--- src/rtl/int_ctrl_if.sv ---
// Interrupt controller bus: core-side enables and handshake plus the trap
// request, cause and pending vector going back to the core.
interface int_ctrl_if;
    localparam int unsigned N_IRQ   = 4;
    localparam int unsigned CAUSE_W = 2;

    logic [N_IRQ-1:0]   irq_in;
    logic [N_IRQ-1:0]   mie;
    logic               gie;
    logic               trap_ack;
    logic               mret;
    logic               trap_req;
    logic [CAUSE_W-1:0] trap_cause;
    logic               in_service;
    logic [N_IRQ-1:0]   mip;

    // Core / stimulus side
    modport master (
        output irq_in, mie, gie, trap_ack, mret,
        input  trap_req, trap_cause, in_service, mip
    );

    // Controller side
    modport slave (
        input  irq_in, mie, gie, trap_ack, mret,
        output trap_req, trap_cause, in_service, mip
    );
endinterface

--- src/rtl/int_ctrl.sv ---
// Four-line interrupt controller: per-line level/edge pending capture, fixed
// priority (line 0 highest), single outstanding trap with no nesting.
module int_ctrl #(
    parameter logic [3:0] EDGE_MASK = 4'b0000
) (
    input  logic        clk,
    input  logic        rst,
    int_ctrl_if.slave   bus
);
    localparam int unsigned N_IRQ   = 4;
    localparam int unsigned CAUSE_W = 2;

    typedef enum logic [1:0] {
        IDLE    = 2'd0,
        REQ     = 2'd1,
        SERVICE = 2'd2
    } state_t;

    state_t             state;
    logic [N_IRQ-1:0]   irq_q;
    logic [N_IRQ-1:0]   mip_q;
    logic               trap_req_q;
    logic [CAUSE_W-1:0] trap_cause_q;
    logic               in_service_q;

    logic [N_IRQ-1:0]   eligible_c;
    logic [N_IRQ-1:0]   edge_set_c;
    logic [N_IRQ-1:0]   ack_clr_c;
    logic [N_IRQ-1:0]   mip_nxt_c;
    logic [CAUSE_W-1:0] lowest_c;

    // Lowest set index wins; zero when nothing is set.
    function automatic logic [CAUSE_W-1:0] lowest_idx(input logic [N_IRQ-1:0] v);
        lowest_idx = '0;
        for (int i = N_IRQ - 1; i >= 0; i--) begin
            if (v[i]) lowest_idx = CAUSE_W'(i);
        end
    endfunction

    // Pending capture: level lines follow the input, edge lines are sticky
    // until acknowledged, and a new edge beats a same-cycle acknowledge.
    always_comb begin
        eligible_c = mip_q & bus.mie & {N_IRQ{bus.gie}};
        edge_set_c = bus.irq_in & ~irq_q;
        ack_clr_c  = '0;
        if (state == REQ && bus.trap_ack) begin
            ack_clr_c = N_IRQ'(1) << trap_cause_q;
        end
        mip_nxt_c  = (~EDGE_MASK & bus.irq_in)
                   | ( EDGE_MASK & (edge_set_c | (mip_q & ~ack_clr_c)));
        lowest_c   = lowest_idx(eligible_c);
    end

    always_ff @(posedge clk) begin
        if (rst) begin
            state        <= IDLE;
            irq_q        <= '0;
            mip_q        <= '0;
            trap_req_q   <= 1'b0;
            trap_cause_q <= '0;
            in_service_q <= 1'b0;
        end else begin
            irq_q <= bus.irq_in;
            mip_q <= mip_nxt_c;
            unique case (state)
                IDLE: begin
                    if (|eligible_c) begin
                        state        <= REQ;
                        trap_req_q   <= 1'b1;
                        trap_cause_q <= lowest_c;
                    end
                end
                REQ: begin
                    // Acknowledge beats withdraw; cause stays frozen meanwhile.
                    if (bus.trap_ack) begin
                        state        <= SERVICE;
                        trap_req_q   <= 1'b0;
                        in_service_q <= 1'b1;
                    end else if (!eligible_c[trap_cause_q]) begin
                        state        <= IDLE;
                        trap_req_q   <= 1'b0;
                        trap_cause_q <= '0;
                    end
                end
                SERVICE: begin
                    if (bus.mret) begin
                        state        <= IDLE;
                        in_service_q <= 1'b0;
                        trap_cause_q <= '0;
                    end
                end
                default: begin
                    state        <= IDLE;
                    trap_req_q   <= 1'b0;
                    trap_cause_q <= '0;
                    in_service_q <= 1'b0;
                end
            endcase
        end
    end

    assign bus.trap_req   = trap_req_q;
    assign bus.trap_cause = trap_cause_q;
    assign bus.in_service = in_service_q;
    assign bus.mip        = mip_q;
endmodule

--- src/flat_wrapper.sv ---
// flat-port wrapper written by rule: the top's interface ports become plain ports
module int_ctrl_flat 
#(
    parameter logic [3:0] EDGE_MASK = 4'b0000
)
  (clk, rst, bus_irq_in, bus_mie, bus_gie, bus_trap_ack, bus_mret, bus_trap_req, bus_trap_cause, bus_in_service, bus_mip);
  int_ctrl_if bus_i ();
  input  logic clk;
  input  logic rst;
  input wire logic [$bits(bus_i.irq_in)-1:0] bus_irq_in;
  input wire logic [$bits(bus_i.mie)-1:0] bus_mie;
  input wire logic [$bits(bus_i.gie)-1:0] bus_gie;
  input wire logic [$bits(bus_i.trap_ack)-1:0] bus_trap_ack;
  input wire logic [$bits(bus_i.mret)-1:0] bus_mret;
  output wire logic [$bits(bus_i.trap_req)-1:0] bus_trap_req;
  output wire logic [$bits(bus_i.trap_cause)-1:0] bus_trap_cause;
  output wire logic [$bits(bus_i.in_service)-1:0] bus_in_service;
  output wire logic [$bits(bus_i.mip)-1:0] bus_mip;
  assign bus_i.irq_in = bus_irq_in;
  assign bus_i.mie = bus_mie;
  assign bus_i.gie = bus_gie;
  assign bus_i.trap_ack = bus_trap_ack;
  assign bus_i.mret = bus_mret;
  assign bus_trap_req = bus_i.trap_req;
  assign bus_trap_cause = bus_i.trap_cause;
  assign bus_in_service = bus_i.in_service;
  assign bus_mip = bus_i.mip;
  int_ctrl #(.EDGE_MASK(EDGE_MASK)) u_core (.clk(clk), .rst(rst), .bus(bus_i));
endmodule
--- config.mk ---
export PLATFORM = sky130hd
export DESIGN_NAME = int_ctrl_flat
export DESIGN_NICKNAME = d
export VERILOG_FILES = /design/src/rtl/int_ctrl_if.sv /design/src/rtl/int_ctrl.sv /design/src/flat_wrapper.sv
export SDC_FILE = /design/constraint.sdc
export NUM_CORES = 1
export LEC_CHECK = 0
export ABC_AREA = 1
export ABC_CLOCK_PERIOD_IN_PS = 3750
export CAP_MARGIN = 20
export CORE_MARGIN = 4
export CORE_UTILIZATION = 25
export CTS_CLUSTER_DIAMETER = 40
export DETAILED_ROUTE_END_ITERATION = 7
export PLACE_DENSITY_LB_ADDON = 0.15
export SYNTH_ARGS = -nofsm -noshare
export SYNTH_HDL_FRONTEND = slang
export SYNTH_SLANG_ARGS = --single-unit
--- constraint.sdc ---
create_clock -name clk -period 3.75 [get_ports clk]
set_clock_uncertainty 0.1 [all_clocks]
set_input_delay 0.75 -clock clk [delete_from_list [all_inputs] [get_ports clk]]
set_output_delay 0.75 -clock clk [all_outputs]
set_load 0.005 [all_outputs]
==> results by group <==
Power and ir drop
  – Total Power: 0.3282 mW
  – Clk network pwr share: 0.297
  – VDD IR max: approximately 0.23 mV
  – Seq pwr share: 0.397
  – Static Leak: 0.3717 nW
  – Net Sw Power: 0.09710 mW
  – Switching share of power: 0.2958
  – Internal Power: 0.2311 mW
  – Combinational Power Share: 0.306
  – PwrDens: 424.5 nW/µm²

Outcome
  – Status: complete, no violations

Yosys
  – Avg Inst Size Synth: 6.597 µm²
  – Multiplexer area fraction after synthesis: 0
  – Sequential fraction of the synthesis area: 0.3941
  – Yosys cell types: 15
  – Synth Area in Simple Gates: 0.4335
  – Yosys warning count: 0
  – Xor/xnor share of the synthesized area: 0
  – Post-Synth Adder-Cell Area: 0
  – Syn_nets: 90
  – Cells after synthesis: 77
  – Mapped Area: 508.0 µm²
  – Compound-Gate Fraction of Synth Area: 0.06650
  – Yosys reg bits: 10
  – Main combinational cell family by area after synthesis: simple AND/OR/NAND/NOR gates

Die
  – Die area: 2817 µm²
  – Die height: 53.08 µm
  – Rows: 16
  – Io pins: 21
  – Die width: around 53 µm
  – Core Region: 1942 µm²
  – Initial Util: 0.2616

Critical path
  – Critical path's slowest cell: clkdlybuf4s50_1
  – Critical path fanouts, max: 5
  – CP Buf/Inv Count: 1
  – Crit path capture type: primary output
  – Kind of critical path: flip-flop to primary output
  – CP top delay family: buffers and inverters
  – CP Data Arrival Time: 1.20 ns
  – Data required time of the worst path: ~2.9 ns
  – Max incr delay on CP: between 0.5 and 0.6 ns
  – Startpoint types: flip-flop
  – Crit-path cells: clkdlybuf4s50_1

Timing
  – Worst-margin pin slew: about 0.3 ns
  – Final setup viols: 0
  – Max Transition Viols Final: 0
  – Post-route minimum period: 2.048 ns
  – Worst slew margin: 0.8024
  – Fmax: about 490 MHz
  – Final worst slack: 1.702 ns
  – Period utilization: 0.5461
  – RSZ-0062 raised after global routing: false
  – Final Hold Vio Count: 0
  – Setup TNS: 0 ns

Clocking
  – Clock latency on the worst-skew pair: 0.27 ns
  – Cts repair resizes: 0
  – Clk buf depth: 2
  – # Post-CTS Setup Buffers: 0
  – CTS tree: yes
  – Clock Pin Slew Worst Setup and Hold Paths: 0.07 ns
  – CTS buffer count: 3
  – Htree depth: 1
  – Clk sink count: 10
  – Post-CTS Hold Buffers: 0
  – Clk root buf: clkbuf_4

Final layout
  – Register area: between 200 and 250 µm²
  – # fillers: 217
  – Area growth syn-to-layout: 52.22%
  – Diode count: 0
  – Nets: 114
  – Final Cell Area: just under 800 µm²
  – Most frequent cells in the layout: 22 x nand2_1, 20 x clkdlybuf4s50_1, 13 x inv_1
  – Layout cells sized above 1: 0.1000
  – Area of the multi-input gates: 254.0 µm²
  – Commonest non-fill, non-tap cell in the layout: nand2_1
  – Non-filler cells, final: approximately 130

Drt
  – Post-Route WL: 1143 µm
  – Antenna-violating nets left: 0
  – DRC: 0
  – First-pass DRT Iterations: 4
  – Initial drt markers: 17
  – WL/cell: roughly 9 µm
  – Via count: 526
  – Vias/cell: roughly 4.1

Place
  – Final HPWL from detailed placement: 936.9 µm
  – Place WS: 1.489 ns
  – Routability cong.: 0.7777
  – Cell count after placement: between 100 and 150
  – Port buffer count: 20
  – Placed instance area: around 740 µm²

GRT
  – Global routing's busiest layer: met2
  – Vias in the first global route: between 400 and 500
  – Initial antenna violation count: 0
  – Met1 Usage GRT: 0.1102
  – GRT overflow: 0
  – Grt met2 use: 0.1405
  – Tot GR Track Use: 0.09672
  – Largest net degree at the start of global routing: 9
  – First-pass GRT wire length: around 1900 µm
  – Met3 Use GR: 0.05634

Min path
  – Worst hold path type: flip-flop to flip-flop

Flow run
  – Max Cap Viol: 0
synthesized netlist by cell type, drive strengths merged:
master	count	area, µm²
a21oi	6	33.78
buf	1	5.000
dfxtp	10	200.2
inv	13	48.80
nand2	23	88.84
nand3	9	50.05
nand3b	1	7.510
nand4	1	6.260
nor2	12	62.56
nor3	1	5.000
final cells by class:
class                      count  share of cell area
multi-input combinational     53              0.3285
sequential                    10              0.2589
timing repair buffer          20              0.2589
inverter                      13             0.06311
clock buffer                   4             0.04693
tap                           27             0.04369
tightest hold or removal path, delay by kind of cell, from the launching register on:
family,cells,cell delay [ns]
compound gates,1,0.05
simple gates,1,0.06
flops,1,0.31
power by group through the flow:
stage	Combinational [mW]	Sequential (mW)	Clock, mW
detailed placement	0.101	0.133	0
finish	0.100	0.130	0.0976
CTS	0.102	0.130	0.101
global route	0.114	0.133	0.107
floorplan	0.0581	0.132	0
global placement	0.101	0.133	0
metal layers:
metal | up-vias | routed length (µm)
met5 | - | 0
met4 | 0 | 19
met3 | 2 | 96
met2 | 18 | 509
met1 | 218 | 518
li1 | 288 | -
path summary, 6_finish.rpt:
| kind | startpoint | end | slack, ns | depth (start not counted) |
|---|---|---|---|---|
| min reg2reg | u_core.bus.in_service$_SDFFE_PP0P_ | u_core.bus.in_service$_SDFFE_PP0P_ | 0.36 | 2 |
| max reg2reg | u_core.state[1]$_SDFFE_PP0P_ | u_core.bus.trap_cause[0]$_SDFFE_PP0P_ | 2.46 | 8 |
| max | u_core.bus.trap_cause[0]$_SDFFE_PP0P_ | bus_trap_cause[0] | 1.70 | 1 |
| min | u_core.bus.in_service$_SDFFE_PP0P_ | u_core.bus.in_service$_SDFFE_PP0P_ | 0.36 | 2 |
metrics by stage:
stage,hold slack (ns),util
floorplan,0.3554,-
global placement,0.3514,0.3795
detailed placement,0.3558,0.3795
CTS,0.3661,0.3982
global route,0.3973,0.3982
finish,0.3615,0.3982
flip-flops by register name, indices dropped and copies added, names as in the netlist:
| signal | cells |
|---|---|
| u_core.bus.mip | 4 |
| u_core.bus.trap_cause | 2 |
| u_core.bus.in_service | 1 |
| u_core.state | 2 |
| u_core.bus.trap_req | 1 |
cell families after synthesis:
group,Yosys count
AOI/OAI and AO/OA,6
buffers and inverters,14
DFF,10
and+or+nand+nor,47
No activity file was read; power rests on OpenSTA's default activity.
